File: src/rtl/instr_ctrl_pkg.sv
// Shared definitions for the instruction register / control-word generator:
// opcodes, instruction field positions and tick indices.
package instr_ctrl_pkg;

    localparam int DATA_W = 16;
    localparam int NREG   = 16;

    typedef enum logic [2:0] {
        OP_MV   = 3'd0,
        OP_MVI  = 3'd1,
        OP_ADD  = 3'd2,
        OP_SUB  = 3'd3,
        OP_LD   = 3'd4,
        OP_ST   = 3'd5,
        OP_MVNZ = 3'd6,
        OP_ADDI = 3'd7
    } opcode_t;

    localparam int OP_MSB = 15;
    localparam int OP_LSB = 13;
    localparam int RX_MSB = 12;
    localparam int RX_LSB = 9;
    localparam int RY_MSB = 8;
    localparam int RY_LSB = 5;
    localparam int IMM_W  = 9;

    localparam logic [1:0] T0 = 2'd0;
    localparam logic [1:0] T1 = 2'd1;
    localparam logic [1:0] T2 = 2'd2;
    localparam logic [1:0] T3 = 2'd3;

    // Final tick of each opcode; any later tick is treated as illegal.
    function automatic logic [1:0] last_tick(opcode_t op);
        case (op)
            OP_MV, OP_MVI, OP_MVNZ: return T1;
            OP_ST:                  return T2;
            default:                return T3;
        endcase
    endfunction

endpackage

File: src/rtl/instr_ctrl_if.sv
// Bus between the tick/instruction source and the control-word generator.
interface instr_ctrl_if;
    import instr_ctrl_pkg::*;

    logic              run;
    logic [DATA_W-1:0] din;
    logic [3:0]        tick;
    logic              g_nz;

    logic              tick_en;
    logic              tick_clr;
    logic              ir_load;
    logic [NREG-1:0]   rin;
    logic [NREG-1:0]   rout;
    logic              imm_out;
    logic              gout;
    logic              mem_out;
    logic              ain;
    logic              gin;
    logic              alu_sub;
    logic              addr_in;
    logic              dout_in;
    logic              mem_wr;
    logic [DATA_W-1:0] imm16;
    logic              done;
    logic              busy;
    logic              tick_err;

    modport master (
        output run, din, tick, g_nz,
        input  tick_en, tick_clr, ir_load, rin, rout, imm_out, gout, mem_out,
               ain, gin, alu_sub, addr_in, dout_in, mem_wr, imm16, done, busy, tick_err
    );

    modport slave (
        input  run, din, tick, g_nz,
        output tick_en, tick_clr, ir_load, rin, rout, imm_out, gout, mem_out,
               ain, gin, alu_sub, addr_in, dout_in, mem_wr, imm16, done, busy, tick_err
    );

endinterface

File: src/rtl/instr_ctrl_dec.sv
// 4-bit index to 16-bit one-hot decoder with enable; all zeros when disabled.
module decoder4to16 (
    input  logic [3:0]  i_idx,
    input  logic        i_en,
    output logic [15:0] o_onehot
);
    assign o_onehot = i_en ? (16'h0001 << i_idx) : 16'h0000;
endmodule

File: src/rtl/sign_ext.sv
// Sign extension of an IN_W-bit field to OUT_W bits.
module sign_ext #(
    parameter int IN_W  = 9,
    parameter int OUT_W = 16
) (
    input  logic [IN_W-1:0]  i_in,
    output logic [OUT_W-1:0] o_out
);
    assign o_out = {{(OUT_W-IN_W){i_in[IN_W-1]}}, i_in};
endmodule

File: src/rtl/instr_ctrl.sv
// Instruction register and per-tick control-word generator. Latches the
// instruction at T0, decodes T1..T3 strobes and closes each instruction with done.
module instr_ctrl
    import instr_ctrl_pkg::*;
(
    input  logic        clk,
    input  logic        rst,
    instr_ctrl_if.slave bus
);

    logic [DATA_W-1:0] r_ir;
    logic              r_busy;
    logic              r_tick_err;

    opcode_t    w_op;
    logic [3:0] w_rx;
    logic [3:0] w_ry;
    logic       w_live;
    logic       w_t0;
    logic       w_tick_ok;
    logic [1:0] w_tidx;
    logic       w_illegal;
    logic       w_done;
    logic       w_rin_en;
    logic       w_rout_en;
    logic [3:0] w_rout_sel;

    assign w_op = opcode_t'(r_ir[OP_MSB:OP_LSB]);
    assign w_rx = r_ir[RX_MSB:RX_LSB];
    assign w_ry = r_ir[RY_MSB:RY_LSB];

    // Gating with rst keeps every output quiet while reset is held.
    assign w_live = !rst && (r_busy || bus.run);
    assign w_t0   = w_live && (bus.tick == 4'b0001);

    always_comb begin
        w_tick_ok = 1'b1;
        w_tidx    = T0;
        case (bus.tick)
            4'b0001: w_tidx = T0;
            4'b0010: w_tidx = T1;
            4'b0100: w_tidx = T2;
            4'b1000: w_tidx = T3;
            default: w_tick_ok = 1'b0;
        endcase
    end

    assign w_illegal = !rst && r_busy && (!w_tick_ok || (w_tidx > last_tick(w_op)));

    always_comb begin
        bus.ir_load = 1'b0;
        bus.imm_out = 1'b0;
        bus.gout    = 1'b0;
        bus.mem_out = 1'b0;
        bus.ain     = 1'b0;
        bus.gin     = 1'b0;
        bus.alu_sub = 1'b0;
        bus.addr_in = 1'b0;
        bus.dout_in = 1'b0;
        bus.mem_wr  = 1'b0;
        w_rin_en    = 1'b0;
        w_rout_en   = 1'b0;
        w_rout_sel  = w_ry;
        w_done      = 1'b0;
        if (w_illegal) begin
            w_done = 1'b1;
        end else if (w_t0) begin
            bus.ir_load = 1'b1;
        end else if (w_live && r_busy) begin
            // Legal non-T0 ticks only reach here, so tidx is within 1..last_tick.
            case (w_op)
                OP_MV: begin
                    w_rout_en = 1'b1;
                    w_rin_en  = 1'b1;
                    w_done    = 1'b1;
                end
                OP_MVI: begin
                    bus.imm_out = 1'b1;
                    w_rin_en    = 1'b1;
                    w_done      = 1'b1;
                end
                OP_MVNZ: begin
                    w_rout_en = bus.g_nz;
                    w_rin_en  = bus.g_nz;
                    w_done    = 1'b1;
                end
                OP_ADD, OP_SUB, OP_ADDI: begin
                    case (w_tidx)
                        T1: begin
                            w_rout_sel = w_rx;
                            w_rout_en  = 1'b1;
                            bus.ain    = 1'b1;
                        end
                        T2: begin
                            w_rout_en   = (w_op != OP_ADDI);
                            bus.imm_out = (w_op == OP_ADDI);
                            bus.alu_sub = (w_op == OP_SUB);
                            bus.gin     = 1'b1;
                        end
                        default: begin
                            bus.gout = 1'b1;
                            w_rin_en = 1'b1;
                            w_done   = 1'b1;
                        end
                    endcase
                end
                OP_LD, OP_ST: begin
                    case (w_tidx)
                        T1: begin
                            w_rout_en   = 1'b1;
                            bus.addr_in = 1'b1;
                        end
                        T2: begin
                            if (w_op == OP_ST) begin
                                w_rout_sel  = w_rx;
                                w_rout_en   = 1'b1;
                                bus.dout_in = 1'b1;
                                bus.mem_wr  = 1'b1;
                                w_done      = 1'b1;
                            end
                        end
                        default: begin
                            bus.mem_out = 1'b1;
                            w_rin_en    = 1'b1;
                            w_done      = 1'b1;
                        end
                    endcase
                end
                default: ;
            endcase
        end
    end

    decoder4to16 u_rin_dec (
        .i_idx    (w_rx),
        .i_en     (w_rin_en),
        .o_onehot (bus.rin)
    );

    decoder4to16 u_rout_dec (
        .i_idx    (w_rout_sel),
        .i_en     (w_rout_en),
        .o_onehot (bus.rout)
    );

    sign_ext #(
        .IN_W  (IMM_W),
        .OUT_W (DATA_W)
    ) u_sext (
        .i_in  (r_ir[IMM_W-1:0]),
        .o_out (bus.imm16)
    );

    assign bus.tick_en  = w_live;
    assign bus.tick_clr = w_done;
    assign bus.done     = w_done;
    assign bus.busy     = r_busy;
    assign bus.tick_err = r_tick_err;

    always_ff @(posedge clk or posedge rst) begin
        if (rst) begin
            r_ir       <= '0;
            r_busy     <= 1'b0;
            r_tick_err <= 1'b0;
        end else begin
            if (w_t0)
                r_ir <= bus.din;
            if (w_illegal)
                r_tick_err <= 1'b1;
            // A run arriving with done starts the next instruction immediately.
            if (!r_busy)
                r_busy <= bus.run;
            else if (w_done && !bus.run)
                r_busy <= 1'b0;
        end
    end

endmodule
File: src/flat_wrapper.sv
// flat-port wrapper written by rule: the top's interface ports become plain ports
module instr_ctrl_flat import instr_ctrl_pkg::*;
  (clk, rst, bus_run, bus_din, bus_tick, bus_g_nz, bus_tick_en, bus_tick_clr, bus_ir_load, bus_rin, bus_rout, bus_imm_out, bus_gout, bus_mem_out, bus_ain, bus_gin, bus_alu_sub, bus_addr_in, bus_dout_in, bus_mem_wr, bus_imm16, bus_done, bus_busy, bus_tick_err);
  instr_ctrl_if bus_i ();
  input  logic clk;
  input  logic rst;
  input wire logic [$bits(bus_i.run)-1:0] bus_run;
  input wire logic [$bits(bus_i.din)-1:0] bus_din;
  input wire logic [$bits(bus_i.tick)-1:0] bus_tick;
  input wire logic [$bits(bus_i.g_nz)-1:0] bus_g_nz;
  output wire logic [$bits(bus_i.tick_en)-1:0] bus_tick_en;
  output wire logic [$bits(bus_i.tick_clr)-1:0] bus_tick_clr;
  output wire logic [$bits(bus_i.ir_load)-1:0] bus_ir_load;
  output wire logic [$bits(bus_i.rin)-1:0] bus_rin;
  output wire logic [$bits(bus_i.rout)-1:0] bus_rout;
  output wire logic [$bits(bus_i.imm_out)-1:0] bus_imm_out;
  output wire logic [$bits(bus_i.gout)-1:0] bus_gout;
  output wire logic [$bits(bus_i.mem_out)-1:0] bus_mem_out;
  output wire logic [$bits(bus_i.ain)-1:0] bus_ain;
  output wire logic [$bits(bus_i.gin)-1:0] bus_gin;
  output wire logic [$bits(bus_i.alu_sub)-1:0] bus_alu_sub;
  output wire logic [$bits(bus_i.addr_in)-1:0] bus_addr_in;
  output wire logic [$bits(bus_i.dout_in)-1:0] bus_dout_in;
  output wire logic [$bits(bus_i.mem_wr)-1:0] bus_mem_wr;
  output wire logic [$bits(bus_i.imm16)-1:0] bus_imm16;
  output wire logic [$bits(bus_i.done)-1:0] bus_done;
  output wire logic [$bits(bus_i.busy)-1:0] bus_busy;
  output wire logic [$bits(bus_i.tick_err)-1:0] bus_tick_err;
  assign bus_i.run = bus_run;
  assign bus_i.din = bus_din;
  assign bus_i.tick = bus_tick;
  assign bus_i.g_nz = bus_g_nz;
  assign bus_tick_en = bus_i.tick_en;
  assign bus_tick_clr = bus_i.tick_clr;
  assign bus_ir_load = bus_i.ir_load;
  assign bus_rin = bus_i.rin;
  assign bus_rout = bus_i.rout;
  assign bus_imm_out = bus_i.imm_out;
  assign bus_gout = bus_i.gout;
  assign bus_mem_out = bus_i.mem_out;
  assign bus_ain = bus_i.ain;
  assign bus_gin = bus_i.gin;
  assign bus_alu_sub = bus_i.alu_sub;
  assign bus_addr_in = bus_i.addr_in;
  assign bus_dout_in = bus_i.dout_in;
  assign bus_mem_wr = bus_i.mem_wr;
  assign bus_imm16 = bus_i.imm16;
  assign bus_done = bus_i.done;
  assign bus_busy = bus_i.busy;
  assign bus_tick_err = bus_i.tick_err;
  instr_ctrl u_core (.clk(clk), .rst(rst), .bus(bus_i));
endmodule
File: config.mk
export PLATFORM = sky130hd
export DESIGN_NAME = instr_ctrl_flat
export DESIGN_NICKNAME = d
export VERILOG_FILES = /design/src/rtl/instr_ctrl_pkg.sv /design/src/rtl/instr_ctrl_if.sv /design/src/rtl/instr_ctrl_dec.sv /design/src/rtl/sign_ext.sv /design/src/rtl/instr_ctrl.sv /design/src/flat_wrapper.sv
export SDC_FILE = /design/constraint.sdc
export NUM_CORES = 1
export LEC_CHECK = 0
export BUFFER_PORTS_ARGS = -buffer_cell sky130_fd_sc_hd__clkbuf_2
export CORE_MARGIN = 4
export CORE_UTILIZATION = 30
export DETAILED_ROUTE_END_ITERATION = 16
export GPL_TIMING_DRIVEN = 0
export HOLD_SLACK_MARGIN = 0.12
export PLACE_DENSITY = 0.68
export SYNTH_ARGS = -nofsm -noshare
export SYNTH_HDL_FRONTEND = slang
export SYNTH_SLANG_ARGS = --single-unit
export TNS_END_PERCENT = 100
File: constraint.sdc
create_clock -name clk -period 3.5 [get_ports clk]
set_input_delay 0.7 -clock clk [delete_from_list [all_inputs] [get_ports clk]]
set_output_delay 0.7 -clock clk [all_outputs]
set_load 0.005 [all_outputs]
# [Yosys cells after proc, flatten, opt, wreduce, memory -nomap -nowiden]
# Index checks and enable logic that the tools add are counted.
[word_totals] regBits=18 out_inout_bits=63 word_cells=109 inputBits=24 latchBits=0 mem_bits_ro=0 memories=0 ram_bits=0
[classes] bitwise=0 shifts=2 n_mul=0 n_eq_ne=14 n_lt_le_gt_ge=1 reduce_logical=19 div_mod_pow=0 n_mux=70 add_sub_neg=0
[op_table] cell="$mux 1" n=52
[op_table] cell="$mux 16" n=2
[op_table] cell="$shl 1x4->16 const A" n=2
[op_table] cell="$mux 4" n=6
[op_table] cell="$eq 3x3->1 const B" n=4
[op_table] cell="$pmux 1 s2" n=4
[op_table] cell="$pmux 4 s2" n=1
[op_table] cell="$eq 3x2->1 const B" n=2
[op_table] cell="$logic_and 1x1->1" n=6
[op_table] cell="$pmux 1 s3" n=2
[op_table] cell="$pmux 2 s3" n=1
[op_table] cell="$reduce_or 2->1" n=3
[op_table] cell="$reduce_or 3->1" n=2
[op_table] cell="$reduce_or 5->1" n=1
[op_table] cell="$eq 4x1->1 const B" n=1
[op_table] cell="$eq 4x2->1 const B" n=1
[op_table] cell="$eq 4x3->1 const B" n=1
[op_table] cell="$eq 4x4->1 const B" n=1
[op_table] cell="$pmux 1 s4" n=1
[op_table] cell="$pmux 2 s2" n=1
[op_table] cell="$reduce_or 4->1" n=1
[op_table] cell="$eq 3x1->1 const B" n=1
[op_table] cell="$logic_not 1->1" n=3
[op_table] cell="$logic_not 3->1" n=1
[op_table] cell="5 further kinds" n=6

# [Logic depth before layout (Yosys ltp)]
# Gate-level depths: netlist (run 1).
[depth] word_depth=12 depth_mapped=10 ltp_nobuf=9

# [By module]
# Synthesis (run 1) repeated with hierarchy kept, for this count alone.
[unflattened] cells_unflattened=180 area_unflattened_um2=1561.5
[modules_own_cells] module="instr_ctrl" area_per_inst_um2=1201.2 n_inst=1 cells_per_inst=118 seq_area_each_um2=450.4
[modules_own_cells] module="decoder4to16" area_per_inst_um2=120.1 n_inst=2 cells_per_inst=23 seq_area_each_um2=0.0
[modules_own_cells] module="sign_ext" area_per_inst_um2=120.1 n_inst=1 cells_per_inst=16 seq_area_each_um2=0.0

# [Least setup slack after synthesis (run 1)]
# OpenSTA, ideal clock, no wires.
[synth_path] path_kind="input port to output port" startpoint="input port bus_tick[3]" endpoint="output port bus_rout[15]" cell_stages=9 arrival_ns=2.582 required_ns=2.800 n_path_buf=0 slack_ns=0.218 path_cell_list="xnor2_1 -> or3_1 -> inv_1 -> ha_1 -> nor2b_1 -> a2bb2oi_1 -> or3_4 -> o21ai_2 -> nor4b_1"
[synth_via] elab_chain_len=10 word_cells_on_any_way=28 cone_classes="1 x order compare; 6 x eq/ne; 1 x shift; 15 x mux; 5 x reduce/logical"
[synth_lines] element="start, declared" line_no="flat_wrapper.sv:9" text="input wire logic [$bits(bus_i.tick)-1:0] bus_tick;"
[synth_lines] element="$eq 4x4->1 (tied with other cells)" line_no="instr_ctrl.sv:39" text="case (bus.tick)"
[synth_lines] element="$pmux 2 s3" line_no="instr_ctrl.sv:39"
[synth_lines] element="$eq 2x2->1 / $eq 2x1->1 (equally long branches)" line_no="instr_ctrl.sv:88, instr_ctrl.sv:108"
[synth_lines] element="$mux 4 (on tied branches)" line_no="instr_ctrl.sv:108, instr_ctrl.sv:88"
[synth_lines] element="$pmux 4 s2" line_no="instr_ctrl.sv:71" text="case (w_op)"
[synth_lines] element="$mux 4" line_no="instr_ctrl.sv:69" text="end else if (w_live && r_busy) begin"
[synth_lines] element="$mux 4" line_no="instr_ctrl.sv:67" text="end else if (w_t0) begin"
[synth_lines] element="$mux 4" line_no="instr_ctrl.sv:65" text="if (w_illegal) begin"
[synth_lines] element="$shl 1x4->16" line_no="instr_ctrl_dec.sv:7" text="assign o_onehot = i_en ? (16'h0001 << i_idx) : 16'h0000;"
[synth_lines] element="$mux 16 *" line_no="instr_ctrl_dec.sv:7"
[synth_lines] element="end, declared" line_no="flat_wrapper.sv:15" text="output wire logic [$bits(bus_i.rout)-1:0] bus_rout;"
# Every way passes the cells marked *; elsewhere a longest branch is shown, timed or not.

# [Worst setup path after layout (run 1)]
[layout_path] startpoint="input port bus_tick[3]" endpoint="output port bus_rout[10]"
# The elaborated chain is that of the path after synthesis.

==> metrics.md, run 1 <==
| Metric | Value |
|---|---|
| Outcome | complete, but fails checks |
| Failing checks | negative setup slack |
| Port bufs | 86 |
| Starting density of the core | 0.312 |
| Die Ht | 83.9 um |
| Post-synthesis instance total | 211 |
| Core area | 0.00554 mm2 |
| Syn_area_per_cell | 8.20 um2 |
| Critical path, cell by cell | clkbuf_16, xnor2_2, or3_4, inv_4, ha_4, nor2b_4, a2bb2oi_4, or3_4, a221oi_4, nor3_1, clkbuf_2 |
| Number of synthesized flops with an enable pin | 0 |
| Placed Area | 0.00225 mm2 |
| Min Clock Period, post-route | 3.57 ns |
| Hold-fix buffers, CTS | 0 |
| Most common cell after layout, fill and taps aside | clkbuf_2 |
| DRT antenna net count | 0 |
| Antenna violations before repair | 0 |
| Synth Net Count | 240 |
| Most used flip-flop cell after synthesis | dfrtp_1 |
| Pwr Density | 402 mW/mm2 |
| CP delay by family, top | simple AND/OR/NAND/NOR gates |
| Vias in the first global route | 1763 |
| Crit-path max cell delay | 0.45 ns |
| WP data required | 2.80 ns |
| CTS clk-pin slew, worst paths | 0.07 ns |
| P&R area growth vs syn | 49.5% |
| Hold Vio Cnt, Final | 0 |
| # IOs | 87 |
| Yosys cell types | 48 |
| Share of cells above drive strength 1 | 0.574 |
| Largest net degree at the start of global routing | 19 |
| CP Class | input port to primary output |
| N_diodes | 0 |
| CP startpoint kind | input port |
| Sink Count | 18 |
| Die width | 83.9 um |
| Static leakage | 1.24 nW |
| CP Max Fanout | 6 |
| DR WL met2 | 2630 um |
| Longest Clk Path Bufs | 2 |
| Layout Nets | 340 |
| Post-synth ARST share | 1.00 |
| Most frequent cells in the layout | 82 x clkbuf_2, 29 x buf_4, 24 x nor2_1 |
| Unrepaired setup endpoints after global routing | true |
| Number of max-cap violations | 0 |
| CP bufs+invs | 3 |
| Finish-stage setup viols | 11 |
| Slew Viols, Final | 0 |
| Max_slew headroom | 0.549 |
| First-pass GRT wire length | 8510 um |
| Drt pass-1 iters | 4 |
| Measured slew at the worst slew-check pin | 0.676 ns |
| Clock Latency Late Sink | 0.25 ns |
| Fin crit share | 1.02 |
| FMAX | 280 MHz |
| Peak supply drop | 0.000255 V |
| Final wirelength | 5200 um |
| CTS tree | built |
| CP endpoint kind | primary output |
| Full die area | 0.00705 mm2 |
| Crit-path most repeated cell | or3_4 |
| Worst Hold Class | flip-flop to flip-flop |
| Uppermost layer routed | met4 |
| DRC viols | 0 |
| Arr. time, crit path | 2.87 ns |
| Metal-1 WL | 2250 um |
| Post-layout util | 0.467 |
| Placer Congestion | 0.769 |
| Drt via density | 4.80 |
| Final Total Pwr | 1.04 mW |
| H-tree depth | 1 |
| Register area share after synthesis | 0.260 |
| Mapped Area | 0.00173 mm2 |
| All-Layer GR Usage | 0.144 |
| #FFs+latches synth | 18 |
| CP max-delay cell | or3_4 |
| Final Cell Area | 0.00259 mm2 |
| Per-cell routed wire length | 13.6 um |
| Num CTS Buffers | 3 |
| Initial DRC count | 129 |
| Final worst slack | -0.0704 ns |
| Clk_skew | 0.00302 ns |
| Metal3 WL | 307 um |
| Via count | 1832 |
| DP HPWL | 4000 um |
| Rows | 27 |
| Ys Warns | 0 |
| Global route total overflow | 0 |
| CTS root buffer | clkbuf_8 |
## metrics by stage
stage,instances,setup WS (ns),setup TNS [ns],hold WS (ns)
floorplan,211,0.218,0,0.451
global placement,369,-0.330,-5.27,0.452
detailed placement,369,-0.287,-6.52,0.457
CTS,380,-0.0581,-0.362,0.473
global route,382,-0.131,-1.63,0.506
finish,382,-0.0704,-0.294,0.470
## cell families after synthesis
family / Yosys count / synth area share
muxes: 14 / 0.0904
xor gates and xnor gates: 3 / 0.0152
buffers and inverters: 38 / 0.132
DFF: 18 / 0.260
and+or+nand+nor: 96 / 0.288
adders and majority gates: 5 / 0.0362
AOI/OAI and AO/OA: 37 / 0.179
## final timing paths
path                                                    to  depth (start not counted)                       startpoint  slack, ns
min                        u_core.bus.tick_err$_DFFE_PP0P_                          1  u_core.bus.tick_err$_DFFE_PP0P_       0.47
min in group asynchronous        u_core.bus.busy$_DFF_PP0_                          2                              rst       0.58
max reg2reg                      u_core.bus.busy$_DFF_PP0_                          9      u_core.r_ir[15]$_DFFE_PP0P_       1.22
max                                           bus_rout[10]                         11                      bus_tick[3]      -0.07
min reg2reg                u_core.bus.tick_err$_DFFE_PP0P_                          1  u_core.bus.tick_err$_DFFE_PP0P_       0.47
max in group asynchronous      u_core.r_ir[12]$_DFFE_PP0P_                          2                              rst       2.49
## timing repair
action                                  in CTS  in global routing
endpoints found under the setup margin      42                 37
endpoints found under the hold margin        0                  0
pin swaps                                   13                  7
buffers inserted                             7                  2
gates resized for setup                     25                 20
## power breakdown
group	total (mW)	leakage [nW]	switching [mW]	internal, mW
combinational	0.561	0.994	0.290	0.272
clock	0.165	0.0288	0.0654	0.0997
sequential	0.313	0.215	0.0580	0.255
total	1.04	1.24	0.413	0.626
## final cells by class
class | count | area [um2]
sequential | 18 | 450
multi-input combinational | 155 | 1220
tap | 72 | 90.1
fill | 561 | 2950
timing repair buffer | 95 | 538
inverter | 11 | 43.8
buffer | 27 | 189
clock buffer | 4 | 55.1
## flip-flops by register name, summed over array words and instances (netlist names)
name and count:
u_core.bus.busy 1, u_core.bus.tick_err 1, u_core.r_ir 16
## cells in the mapped netlist (all sizes together), types with 2 or more instances
cell type / count / share of area
a21boi: 2 / 0.0087
a21oi: 7 / 0.022
a31o: 2 / 0.010
a31oi: 2 / 0.0072
a32o: 4 / 0.023
and2: 2 / 0.0072
and3: 7 / 0.025
buf: 25 / 0.10
clkbuf: 2 / 0.0043
dfrtp: 18 / 0.26
ha: 5 / 0.036
inv: 11 / 0.024
mux2: 13 / 0.085
nand2: 16 / 0.035
nand2b: 3 / 0.011
nand3: 6 / 0.017
nor2: 26 / 0.056
nor2b: 6 / 0.026
nor3: 18 / 0.052
nor3b: 3 / 0.013
nor4b: 2 / 0.014
o2111ai: 2 / 0.014
o21ai: 10 / 0.033
or3: 2 / 0.010
xnor2: 2 / 0.010
## metal layers
metal / up-vias / track usage
met4: 0 / 0.0278
li1: 922 / -
met3: 4 / 0.0267
met5: - / 0
met1: 856 / 0.184
met2: 50 / 0.252
Note: power is estimated with default switching activity, not from simulation.
==> inputs of run 2 (changes only) <==
Settings changed: CTS_BUF_LIST from default to sky130_fd_sc_hd__clkbuf_4.
==> run 2 against run 1 <==
The flow still finishes with violations (negative setup slack); clock-buffer cell count down 1; core utilization down 0.41 points; critical path depth unchanged; non-clock buffer count down 3; cell count down 0.79%; clock skew up 0.0016 ns; largest cell class unchanged; highest routed layer unchanged.
==> metrics.md, run 2 (synthesis results as in run 1) <==
| Metric | Value |
|---|---|
| Outcome | complete, but fails checks |
| DRC viols | 0 (unchanged) |
| Layout Nets | 337 (-0.88%) |
| CP startpoint kind | input port |
| Finish-stage setup viols | 6 (-5) |
| Hold Vio Cnt, Final | 0 (unchanged) |
| N_diodes | 0 (unchanged) |
| Sink Count | 18 (unchanged) |
| Max FFs per register | 16 (unchanged) |
| Drt pass-1 iters | 4 (unchanged) |
| Number of max-cap violations | 0 (unchanged) |
| Measured slew at the worst slew-check pin | 0.682 ns (+0.00608 ns) |
| CP endpoint kind | primary output |
| Final worst slack | -0.0573 ns (+0.0131 ns) |
| Peak supply drop | 0.000212 V (-17%) |
| Non-Filler Instances | 379 (-0.79%) |
| CP Class | input port to primary output |
| Antenna violations before repair | 0 (unchanged) |
| All-Layer GR Usage | 0.144 (+0.000175) |
| Full die area | 0.00705 mm2 (unchanged) |
| Worst Hold Class | flip-flop to flip-flop |
| Core area | 0.00554 mm2 (unchanged) |
| Max_slew headroom | 0.545 (-0.00406) |
| # IOs | 87 (unchanged) |
| CP Max Fanout | 6 (unchanged) |
| Min Clock Period, post-route | 3.56 ns (-0.0131 ns) |
| Most common cell after layout, fill and taps aside | clkbuf_2 |
| # fillers | 558 (-0.53%) |
| Static leakage | 1.21 nW (-2.4%) |
| Final Total Pwr | 0.993 mW (-4.5%) |
| CTS clk-pin slew, worst paths | 0.11 ns (+0.04 ns) |
| Drt via density | 4.80 (+0.13%) |
| Pwr Density | 387 mW/mm2 (-3.6%) |
| Vias in the first global route | 1759 (-0.23%) |
| Placer Congestion | 0.769 (unchanged) |
| DP HPWL | 4000 um (unchanged) |
| Starting density of the core | 0.312 (unchanged) |
| Share of cells above drive strength 1 | 0.573 (-0.000904) |
| Top reg by flops | u_core.r_ir |
| Num CTS Buffers | 3 (unchanged) |
| First-pass GRT wire length | 8520 um (about the same) |
| WP data required | 2.80 ns (about the same) |
| Die Ht | 83.9 um (unchanged) |
| Largest net degree at the start of global routing | 19 (unchanged) |
| CTS tree | built |
| Port bufs | 86 (unchanged) |
| Failing checks | negative setup slack |
| Rows | 27 (unchanged) |
| Clock Latency Late Sink | 0.29 ns (+0.04 ns) |
| Initial DRC count | 128 (-0.78%) |
| FMAX | 281 MHz (+0.37%) |
| P&R area growth vs syn | 48.2% |
| Per-cell routed wire length | 13.8 um (+1.7%) |
| DRT antenna net count | 0 (unchanged) |
| Final wirelength | 5250 um (+0.86%) |
| Slew Viols, Final | 0 (unchanged) |
| CTS root buffer | clkbuf_4 |
| Unrepaired setup endpoints after global routing | true |
| Dpl cells | 369 (unchanged) |
| Global route total overflow | 0 (unchanged) |
| Die width | 83.9 um (unchanged) |
| Most frequent cells in the layout | 82 x clkbuf_2, 26 x buf_4, 25 x nor2_1 |
| Via count | 1820 (-0.66%) |
| Clk_skew | 0.00464 ns (+0.00162 ns) |
| Longest Clk Path Bufs | 2 (unchanged) |
| Fin crit share | 1.02 (-0.00373) |
| Arr. time, crit path | 2.86 ns (about the same) |
| H-tree depth | 1 (unchanged) |
[run 2: cell count changes in the layout (fill, tap and decap cells not counted), moves of 2 or more]
cell | previous run | this run
a31oi_4 | 0 | 2
buf_4 | 29 | 26
clkbuf_4 | 0 | 4
clkbuf_16 | 2 | 0
clkbuf_8 | 4 | 0
buf_8 | 0 | 2
nor3_2 | 4 | 6
nor3_1 | 14 | 12
[run 2: worst max-delay path, cell delays in order]
cell,delay [ns]
buf_8,0.11
xnor2_2,0.13
or3_4,0.37
inv_4,0.09
ha_4,0.20
nor2b_4,0.13
a2bb2oi_4,0.18
or3_4,0.42
a221oi_4,0.31
nor3_1,0.09
clkbuf_2,0.13
[run 2: final timing paths]
| check | slack [ns] | from | cells after the start | endpoint |
|---|---|---|---|---|
| max in group asynchronous | 2.54 | rst | 2 | u_core.r_ir[8]$_DFFE_PP0P_ |
| worst max-delay path | -0.06 | bus_tick[2] | 11 | bus_rout[2] |
| worst max register to register | 1.26 | u_core.r_ir[15]$_DFFE_PP0P_ | 10 | u_core.bus.busy$_DFF_PP0_ |
| worst min-delay path | 0.48 | u_core.bus.tick_err$_DFFE_PP0P_ | 1 | u_core.bus.tick_err$_DFFE_PP0P_ |
| worst min register to register | 0.48 | u_core.bus.tick_err$_DFFE_PP0P_ | 1 | u_core.bus.tick_err$_DFFE_PP0P_ |
| min in group asynchronous | 0.53 | rst | 2 | u_core.bus.busy$_DFF_PP0_ |
[run 2: per-layer routing]
| metal | vias up | wire (um) | GRT usage |
|---|---|---|---|
| met1 | 842 | 2270 | 0.182 |
| met5 | - | 0 | 0 |
| li1 | 919 | - | - |
| met2 | 55 | 2630 | 0.253 |
| met3 | 4 | 322 | 0.0267 |
| met4 | 0 | 34 | 0.0322 |
[run 2: timing repair]
action,in CTS,in global routing
buffers inserted,3,3
pin swaps,7,6
endpoints found under the setup margin,42,23
resized for setup,26,26
hold buffers,0,0
[run 2: power by group]
part           internal [mW]  total (mW)  switching (mW)
logic                  0.278       0.571           0.294
clock network         0.0414       0.106          0.0644
registers              0.254       0.315          0.0614
total                  0.573       0.993           0.419
[run 2: area by class of cell]
class,instances,area [um2],area share
Clock buffer,3,22.5,0.00878
Inverter,11,43.8,0.0171
Timing Repair Buffer,92,495,0.193
Multi-Input combinational cell,155,1270,0.494
Clock inverter,1,3.75,0.00146
Buffer,27,191,0.0747
Tap cell,72,90.1,0.0351
Sequential cell,18,450,0.176
[run 2: per-stage QoR]
step / setup TNS (ns) / utilization / instance area, um2 / worst slack, ns / hold WS [ns]
2_1_floorplan: 0 / - / 1730 / 0.218 / 0.451
3_3_place_gp: -5.27 / 0.406 / 2250 / -0.330 / 0.452
3_5_place_dp: -6.52 / 0.406 / 2250 / -0.287 / 0.457
4_1_cts: -0.0915 / 0.438 / 2430 / -0.0528 / 0.483
5_1_grt: -1.15 / 0.463 / 2560 / -0.130 / 0.516
6_report: -0.234 / 0.463 / 2560 / -0.0573 / 0.478
